===== src/rtl/if_fetch_stage_pkg.sv =====
// rtl/if_fetch_stage_pkg.sv - shared fetch-stage FSM encoding and default constants
package if_fetch_stage_pkg;

    localparam int          PKG_XLEN     = 32;
    localparam logic [31:0] PKG_NOP_INST = 32'h0000_0013;  // addi x0,x0,0

    // IDLE: nothing outstanding; REQ: response wanted; DROP: response to be discarded
    typedef enum logic [1:0] {
        ST_IDLE = 2'd0,
        ST_REQ  = 2'd1,
        ST_DROP = 2'd2
    } fetch_state_t;

endpackage


===== src/rtl/if_fetch_stage_fetch_buffer.sv =====
// rtl/if_fetch_stage_fetch_buffer.sv - holding register for one fetched instruction and its pc
//
// Ports:
//   clk, rst          rising-edge clock, asynchronous active-low reset
//   load              capture load_pc/load_inst and mark the entry valid
//   clear             invalidate the entry (wins over load)
//   load_pc/load_inst data captured on load
//   buf_pc/buf_inst   held pc and instruction word
//   buf_valid         entry holds a live instruction
module fetch_buffer
    import if_fetch_stage_pkg::*;
#(
    parameter int              XLEN     = PKG_XLEN,
    parameter logic [XLEN-1:0] RESET_PC = '0,
    parameter logic [XLEN-1:0] NOP_INST = XLEN'(PKG_NOP_INST)
) (
    input  logic            clk,
    input  logic            rst,
    input  logic            load,
    input  logic            clear,
    input  logic [XLEN-1:0] load_pc,
    input  logic [XLEN-1:0] load_inst,
    output logic [XLEN-1:0] buf_pc,
    output logic [XLEN-1:0] buf_inst,
    output logic            buf_valid
);

    always_ff @(posedge clk or negedge rst) begin
        if (!rst) begin
            buf_pc    <= RESET_PC;
            buf_inst  <= NOP_INST;
            buf_valid <= 1'b0;
        end else if (clear) begin
            buf_valid <= 1'b0;
        end else if (load) begin
            buf_pc    <= load_pc;
            buf_inst  <= load_inst;
            buf_valid <= 1'b1;
        end
    end

endmodule


===== src/rtl/if_fetch_stage.sv =====
// rtl/if_fetch_stage.sv - instruction-fetch stage: pc, single-outstanding imem request, IF/ID controls
//
// Optional feature macro: FETCH_PERF_CNT_EN (adds perf_fetched, perf_stall, perf_dropped).
//
// Ports:
//   clk, rst                   rising-edge clock, asynchronous active-low reset
//   stall                      hazard unit holds IF/ID and the fetch buffer
//   redirect_valid/pc          one-cycle redirect to a new fetch address
//   imem_req/addr              fetch request, address stable while outstanding
//   imem_rvalid/rdata          response; rvalid ends the request
//   if_pc/if_pc4/if_inst       buffered instruction, pc and pc+4 (NOP when empty)
//   if_valid                   buffer holds a live instruction
//   ifid_load/ifid_flush       IF/ID capture and flush controls
//   perf_* (optional)          fetched / stalled-cycle / dropped-response counters
module if_fetch_stage
    import if_fetch_stage_pkg::*;
#(
    parameter int              XLEN     = PKG_XLEN,
    parameter logic [XLEN-1:0] RESET_PC = '0,
    parameter logic [XLEN-1:0] NOP_INST = XLEN'(PKG_NOP_INST)
) (
    input  logic            clk,
    input  logic            rst,
    input  logic            stall,
    input  logic            redirect_valid,
    input  logic [XLEN-1:0] redirect_pc,
    output logic            imem_req,
    output logic [XLEN-1:0] imem_addr,
    input  logic            imem_rvalid,
    input  logic [XLEN-1:0] imem_rdata,
    output logic [XLEN-1:0] if_pc,
    output logic [XLEN-1:0] if_pc4,
    output logic [XLEN-1:0] if_inst,
    output logic            if_valid,
    output logic            ifid_load,
    output logic            ifid_flush
`ifdef FETCH_PERF_CNT_EN
    ,
    output logic [31:0]     perf_fetched,
    output logic [31:0]     perf_stall,
    output logic [31:0]     perf_dropped
`endif
);

    fetch_state_t    state, state_next;
    logic [XLEN-1:0] pc;
    logic [XLEN-1:0] req_addr;
    logic [XLEN-1:0] buf_pc, buf_inst;
    logic            buf_valid;
    logic            consume;
    logic            fill;
    logic            req_raw;

    assign consume = buf_valid & ~stall & ~redirect_valid;

    always_ff @(posedge clk or negedge rst) begin
        if (!rst) begin
            state <= ST_IDLE;
        end else begin
            state <= state_next;
        end
    end

    // The IDLE request is issued in the same cycle the buffer frees up, so the
    // next fetch overlaps consumption of the current one.
    always_comb begin
        state_next = state;
        req_raw    = 1'b0;
        fill       = 1'b0;
        case (state)
            ST_IDLE: begin
                if (!redirect_valid && (!buf_valid || consume)) begin
                    req_raw    = 1'b1;
                    state_next = ST_REQ;
                end
            end
            ST_REQ: begin
                req_raw = 1'b1;
                if (redirect_valid) begin
                    state_next = imem_rvalid ? ST_IDLE : ST_DROP;
                end else if (imem_rvalid) begin
                    fill       = 1'b1;
                    state_next = consume ? ST_REQ : ST_IDLE;
                end
            end
            ST_DROP: begin
                req_raw = 1'b1;
                if (imem_rvalid) begin
                    state_next = ST_IDLE;
                end
            end
            default: begin
                state_next = ST_IDLE;
            end
        endcase
    end

    // IDLE with an empty buffer would otherwise request while reset is held.
    assign imem_req   = req_raw & rst;
    assign ifid_load  = consume;
    assign ifid_flush = redirect_valid & rst;

    // A redirect while a request is in flight moves pc on, but the memory
    // still sees the original address until its response arrives.
    assign imem_addr = (state == ST_DROP) ? req_addr : pc;

    always_ff @(posedge clk or negedge rst) begin
        if (!rst) begin
            pc       <= RESET_PC;
            req_addr <= RESET_PC;
        end else begin
            if (redirect_valid) begin
                pc <= redirect_pc;
            end else if (fill) begin
                pc <= pc + XLEN'(4);
            end
            if (state != ST_DROP) begin
                req_addr <= pc;
            end
        end
    end

    fetch_buffer #(
        .XLEN     (XLEN),
        .RESET_PC (RESET_PC),
        .NOP_INST (NOP_INST)
    ) u_fetch_buffer (
        .clk       (clk),
        .rst       (rst),
        .load      (fill),
        .clear     (redirect_valid | (consume & ~fill)),
        .load_pc   (pc),
        .load_inst (imem_rdata),
        .buf_pc    (buf_pc),
        .buf_inst  (buf_inst),
        .buf_valid (buf_valid)
    );

    assign if_pc    = buf_pc;
    assign if_pc4   = buf_pc + XLEN'(4);
    assign if_inst  = buf_valid ? buf_inst : NOP_INST;
    assign if_valid = buf_valid;

`ifdef FETCH_PERF_CNT_EN
    logic drop_rsp;

    assign drop_rsp = imem_rvalid &
                      ((state == ST_DROP) || ((state == ST_REQ) && redirect_valid));

    always_ff @(posedge clk or negedge rst) begin
        if (!rst) begin
            perf_fetched <= '0;
            perf_stall   <= '0;
            perf_dropped <= '0;
        end else begin
            if (fill) begin
                perf_fetched <= perf_fetched + 32'd1;
            end
            if (buf_valid && stall) begin
                perf_stall <= perf_stall + 32'd1;
            end
            if (drop_rsp) begin
                perf_dropped <= perf_dropped + 32'd1;
            end
        end
    end
`endif

endmodule


===== config.mk =====
export PLATFORM = sky130hd
export DESIGN_NAME = if_fetch_stage
export DESIGN_NICKNAME = d
export VERILOG_FILES = /design/src/rtl/if_fetch_stage_pkg.sv /design/src/rtl/if_fetch_stage_fetch_buffer.sv /design/src/rtl/if_fetch_stage.sv
export SDC_FILE = /design/constraint.sdc
export NUM_CORES = 1
export LEC_CHECK = 0
export CAP_MARGIN = 20
export CORE_MARGIN = 4
export CORE_UTILIZATION = 42
export DETAILED_ROUTE_END_ITERATION = 6
export PLACE_DENSITY_LB_ADDON = 0.15
export SYNTH_ARGS = -nofsm -noshare
export SYNTH_HDL_FRONTEND = slang
export SYNTH_SLANG_ARGS = --single-unit

===== constraint.sdc =====
create_clock -name clk -period 2.15 [get_ports clk]
set_clock_uncertainty 0.1 [all_clocks]
set_input_delay 0.43 -clock clk [delete_from_list [all_inputs] [get_ports clk]]
set_output_delay 0.43 -clock clk [all_outputs]
set_load 0.01 [all_outputs]

# Word level (Yosys, flattened, before mapping)
# Index checks and enable logic that the tools add are counted.
[word_totals] output_inout_bits=132 word_cells=52 mem_bits_rw=0 register_bits=131 in_bits=69 romBits=0 memories=0 latchBits=0
[classes] eq_ne=6 div_mod_pow=0 reduce_logical=10 bitwise_logic=10 add_sub_neg=2 order_cmp=0 shift=0 n_mul=0 muxes=18
[op_table] cell="$mux 32" count=4
[op_table] cell="$add 32x3->32 const B" count=2
[op_table] cell="$mux 2" count=5
[op_table] cell="$mux 1" count=7
[op_table] cell="$ne 2x2->1 const B" count=3
[op_table] cell="$pmux 2 s3" count=1
[op_table] cell="$and 1x1->1" count=5
[op_table] cell="$not 1->1" count=4
[op_table] cell="$reduce_bool 2->1" count=2
[op_table] cell="$ne 3x3->1 const B" count=1
[op_table] cell="$reduce_and 3->1" count=1
[op_table] cell="$eq 2x1->1 const B" count=1
[op_table] cell="$eq 2x2->1 const B" count=1
[op_table] cell="$logic_not 1->1" count=2
[op_table] cell="$logic_not 2->1" count=1
[op_table] cell="$pmux 1 s2" count=1
[op_table] cell="$reduce_and 2->1" count=1
[op_table] cell="$reduce_or 2->1" count=1
[op_table] cell="$logic_and 1x1->1" count=1
[op_table] cell="$logic_or 1x1->1" count=1
[op_table] cell="$or 1x1->1" count=1

# Logic depth before layout (Yosys ltp)
[depth] ltp_word=8 depth_mapped=8 mapped_depth_nobuf=6

# Modules after synthesis
# From an unflattened synthesis, not the netlist that was laid out.
[unflattened] hier_cells=581 hier_area_um2=6806.5
[by_module_without_submodules] module="if_fetch_stage" cells_per_inst=442 area_per_inst_um2=4068.9 seq_area_each_um2=1651.6 n_inst=1
[by_module_without_submodules] module="fetch_buffer" cells_per_inst=139 area_per_inst_um2=2737.6 seq_area_each_um2=1630.3 n_inst=1

# Least setup slack after synthesis
# Ideal clock, no wire load.
[synth_path] kind="register to register" startpoint="register state[1]" endpoint="register pc[16]" path_buffers=2 period_less_slack_ns=2.345 stages_incl_launch_ff=9 arrival_time_ns=2.176 t_required_ns=1.981 setup_slack_ns=-0.195 setup_ns=0.069 path_cell_list="dfrtp_1 > inv_1 > ha_1 > buf_2 > nand4_1 > or4_4 > buf_2 > or4_1 > nand3_1"
[synth_between] elab_chain_len=3
[synth_lines] element="from (decl)" line_no="if_fetch_stage.sv:45" text="fetch_state_t state, state_next;"
[synth_lines] element="from (signal assigned)" line_no="if_fetch_stage.sv:60" text="state <= state_next;"
[synth_lines] element="$eq 2x1->1" line_no="if_fetch_stage.sv:70" text="case (state)"
[synth_lines] element="$mux 1" line_no="if_fetch_stage.sv:70"
[synth_lines] element="$reduce_bool 2->1 (no source line)"
[synth_lines] element="to (signal assigned)" line_no="if_fetch_stage.sv:113" text="pc <= redirect_pc;"
[synth_lines] element="to (signal assigned)" line_no="if_fetch_stage.sv:115" text="pc <= pc + XLEN'(4);"
[synth_lines] element="to (decl)" line_no="if_fetch_stage.sv:46" text="logic [XLEN-1:0] pc;"
# No other way between the ends.
# A chain may end at the register's enable or synchronous reset.

# Final worst setup path
[layout_path] startpoint="register u_fetch_buffer.buf_pc[12]" endpoint="output port if_pc4[27]"
[layout_between] elab_chain_len=1
[layout_lines] element="from (decl)" line_no="if_fetch_stage_fetch_buffer.sv:23" text="output logic [XLEN-1:0] buf_pc,"
[layout_lines] element="from (signal assigned)" line_no="if_fetch_stage_fetch_buffer.sv:36" text="buf_pc <= load_pc;"
[layout_lines] element="$add 32x3->32" line_no="if_fetch_stage.sv:140" text="assign if_pc4 = buf_pc + XLEN'(4);"
[layout_lines] element="to (decl)" line_no="if_fetch_stage.sv:32" text="output logic [XLEN-1:0] if_pc4,"
# No other way between the ends.

==> impl_metrics.py <==
metrics = {
    "timing": {
        "tns_ns": -16.28,
        "whs_ns": 0.2480,
        "max-slew-margin-rel_pct": 37.90,
        "post-route-period-util_pct": 125.8,
        "grt_setup_unrepaired": "true",
        "min_period_ns": 2.704,
        "hold_violations": 0,
        "slew_viol_final": 0,
        "finalWorstSetupSlack_ns": -0.5538,
        "tightest_slew_ns": 0.9314,
        "clock.fmax_ghz": 0.3699,
        "finalSetupViolations": 71,
    },
    "cells_and_area": {
        "diodes": 0,
        "final_layout_size_suffix_gt1_share_pct": 47.23,
        "fin_nets": 1000,
        "area_growth_pct": 75.52,
    },
    "status": {
        "violations": "negative setup slack",
        "status": "complete, but fails checks",
    },
    "yosys": {
        "synth.distinct_cells": 45,
        "synth_ff_type": "dfrtp_1",
        "yosys_warnings": 0,
        "syn_avg_cell_area_sq_um": 10.98,
        "async_flop_share_pct": 100.0,
        "ys_seq_elements": 131,
        "ys_top_cells_by_area": "dfrtp_1 (50%), mux2_2 (15%), xnor2_1 (4.4%)",
        "yosys.area.top_type": "dfrtp_1",
        "syn_area_sq_um": 6349,
        "syn-num-nets": 653,
        "synth_cells": 578,
        "synth_top_area_share_pct": 50.45,
        "synth_seq_area_share_pct": 51.69,
        "synth_edf_count": 0,
    },
    "critical_path": {
        "max_stage_delay_ns": 0.39,
        "crit_fanout": 3,
        "crit_type": "reg2out",
        "start_kind": "flop",
        "crit_chain": "nand4_1 -> nor4_4 -> buf_4 -> buf_6 -> buf_6 -> nand4b_1 -> xnor2_1 -> buf_2",
        "cp-end-kind": "primary output",
        "crit_top_cell": "buf_6",
        "critPathArrivalTime_ns": 2.17,
        "crit_family": "simple AND/OR/NAND/NOR gates",
        "r2r_start": "state[1]",
        "crit_start": "u_fetch_buffer.buf_pc[12]",
        "required_ns": 1.62,
        "crit_path_top_delay_cell": "dfrtp_1",
        "crit_buf_inv": 4,
    },
    "detailed_routing": {
        "wl_met1_um": 9346,
        "drc": 0,
        "drt_iter0_markers": 438,
        "antenna_left": 0,
        "drt-total-wl_um": 23640,
        "dr.pass1.iters": 5,
        "top_layer_used": "met4",
        "routed_via_density": 5.527,
        "num_vias": 6201,
        "route.met3.wl_um": 1298,
        "wl_per_cell_um": 21.07,
        "met2_length_um": 12250,
    },
    "floorplanning": {
        "dieArea_sq_um": 17150,
        "fp-row-count": 44,
        "die_h_um": 130.9,
        "initial_core_util_pct": 43.35,
        "ios": 201,
        "fp.dieW_um": 130.9,
        "coreArea_sq_um": 14640,
    },
    "grt": {
        "grt_max_degree": 72,
        "grt_usage_pct": 26.13,
        "antenna_found_initial": 0,
        "grt_pass1_vias": 6409,
        "grt_pass1_wl_um": 34330,
        "overflow": 0,
    },
    "hold_path": {
        "hold_class": "in2async",
    },
    "clock_network": {
        "clockBufferDepth": 2,
        "cts_made_buffers": 17,
        "clock_latency_ns": 0.43,
        "cts_sinks": 131,
        "clk_pin_slew_ns": 0.06,
        "htreeDepth": 4,
        "cts_root_buffer": "clkbuf_16",
        "tritoncts": "yes",
    },
    "placement": {
        "numPortBuffers": 200,
        "routabilityCongestion": 0.8733,
        "hpwl_um": 13830,
    },
    "pwr": {
        "p_leak_nw": 5.118,
        "pwr_density_cell_nw_per_um2": 1215,
        "peakVddDrop_mv": 0.7170,
    },
    "run": {
        "drv_cap": 0,
    },
}
-- per-stage QoR --
step	utilization (%)	instances	instance area [sq um]	setup slack [ns]	power, mW
finish	76.09	1122	11140	-0.5538	13.54
global route	76.09	1122	11140	-0.6639	14.11
CTS	73.32	1110	10740	-0.4807	13.15
detailed placement	63.30	1026	9270	-0.5039	9.084
global placement	63.30	1026	9270	-0.4533	8.940
floorplan	-	578	6399	-0.03783	5.963
-- worst reg2reg max path, stage by stage (launching register included) --
cell	delay (ns)
dfrtp_1	0.42
buf_6	0.14
inv_4	0.06
ha_4	0.18
nand4_1	0.16
or4_4	0.50
buf_12	0.16
or4_4	0.47
a31oi_1	0.13
-- logic make-up (layout without fill, tap and decap cells) --
| logic type | Yosys count | in the layout | share of synthesized area (%) |
|---|---|---|---|
| xor gates and xnor gates | 40 | 40 | 5.518 |
| AOI/OAI and AO/OA | 62 | 62 | 5.932 |
| buffers and inverters | 48 | 407 | 3.074 |
| muxes | 86 | 86 | 15.21 |
| DFF | 131 | 131 | 51.69 |
| and+or+nand+nor | 205 | 206 | 17.38 |
| adders and majority gates | 6 | 6 | 1.182 |
-- area by class of cell --
class | count | area, sq um
clock buffer | 19 | 442.9
clock inverter | 13 | 279.0
fill | 958 | 3501
inverter | 14 | 55.05
multi-input combinational | 400 | 3540
sequential | 131 | 3284
tap | 184 | 230.2
timing repair buffer | 361 | 3312
-- path summary, 6_finish.rpt --
kind | slack [ns] | cells after the start | end
worst min register to register | 0.38 | 2 | req_addr[27]
max in group asynchronous | 0.61 | 3 | req_addr[29]
min in group clk | 0.38 | 2 | req_addr[27]
worst min-delay path | 0.25 | 2 | state[1]
worst max register to register | -0.25 | 8 | pc[28]
worst max-delay path | -0.55 | 8 | if_pc4[27]
-- where the power goes --
group / switching (mW) / internal, mW / leakage, nW / total [mW]
logic: 2.73 / 3.40 / 3.23 / 6.13
registers: 0.530 / 3.31 / 1.55 / 3.84
clock network: 1.13 / 2.44 / 0.336 / 3.57
-- registers in the layout (all words and copies together), names as in the netlist --
signal	cells
pc	32
u_fetch_buffer.buf_valid	1
state	2
u_fetch_buffer.buf_pc	32
u_fetch_buffer.buf_inst	32
req_addr	32
-- per-layer routing --
metal / vias to the layer above / GRT usage, %
met1: 3101 / 32.40
met5: - / 0
li1: 2747 / -
met2: 283 / 44.53
met4: 0 / 9.316
met3: 70 / 6.260
-- synthesized netlist by cell type (all sizes together) (13+ instances only) --
| master | n |
|---|---|
| and2 | 31 |
| clkbuf | 23 |
| xnor2 | 32 |
| mux2 | 84 |
| inv | 14 |
| dfrtp | 128 |
| nand2 | 54 |
| nor2 | 24 |
| nand4 | 22 |
| nand3 | 24 |
| or4 | 13 |
| o21ai | 29 |
-- timing repair --
action | 4_1_cts | 5_1_grt
gates resized for setup | 498 | 87
setup endpoints to repair | 104 | 78
setup buffers | 48 | 22
hold buffers | 1 | 0
hold endpoints to repair | 2 | 0
pin swaps | 61 | 49
cloned | 6 | 0
-- cell usage in the layout, fill, tap and decap left out, types with 7 or more instances in the layout --
master / synthesis / layout
a31oi_1: 11 / 9
and2_1: 31 / 31
and3_1: 8 / 7
buf_12: 0 / 8
buf_2: 6 / 46
buf_4: 2 / 111
buf_6: 0 / 64
bufinv_16: 0 / 8
clkbuf_16: 0 / 17
clkdlybuf4s50_1: 0 / 93
dfrtp_1: 128 / 126
dlygate4sd2_1: 0 / 22
inv_1: 13 / 11
mux2_2: 84 / 59
mux2_4: 0 / 25
nand2_1: 54 / 41
nand2_4: 0 / 7
nand3_1: 22 / 13
nand4_1: 22 / 22
nor2_1: 24 / 20
o21ai_0: 29 / 22
or4_4: 1 / 9
xnor2_1: 32 / 26
xor2_1: 8 / 8
No activity file was read; power rests on OpenSTA's default activity.
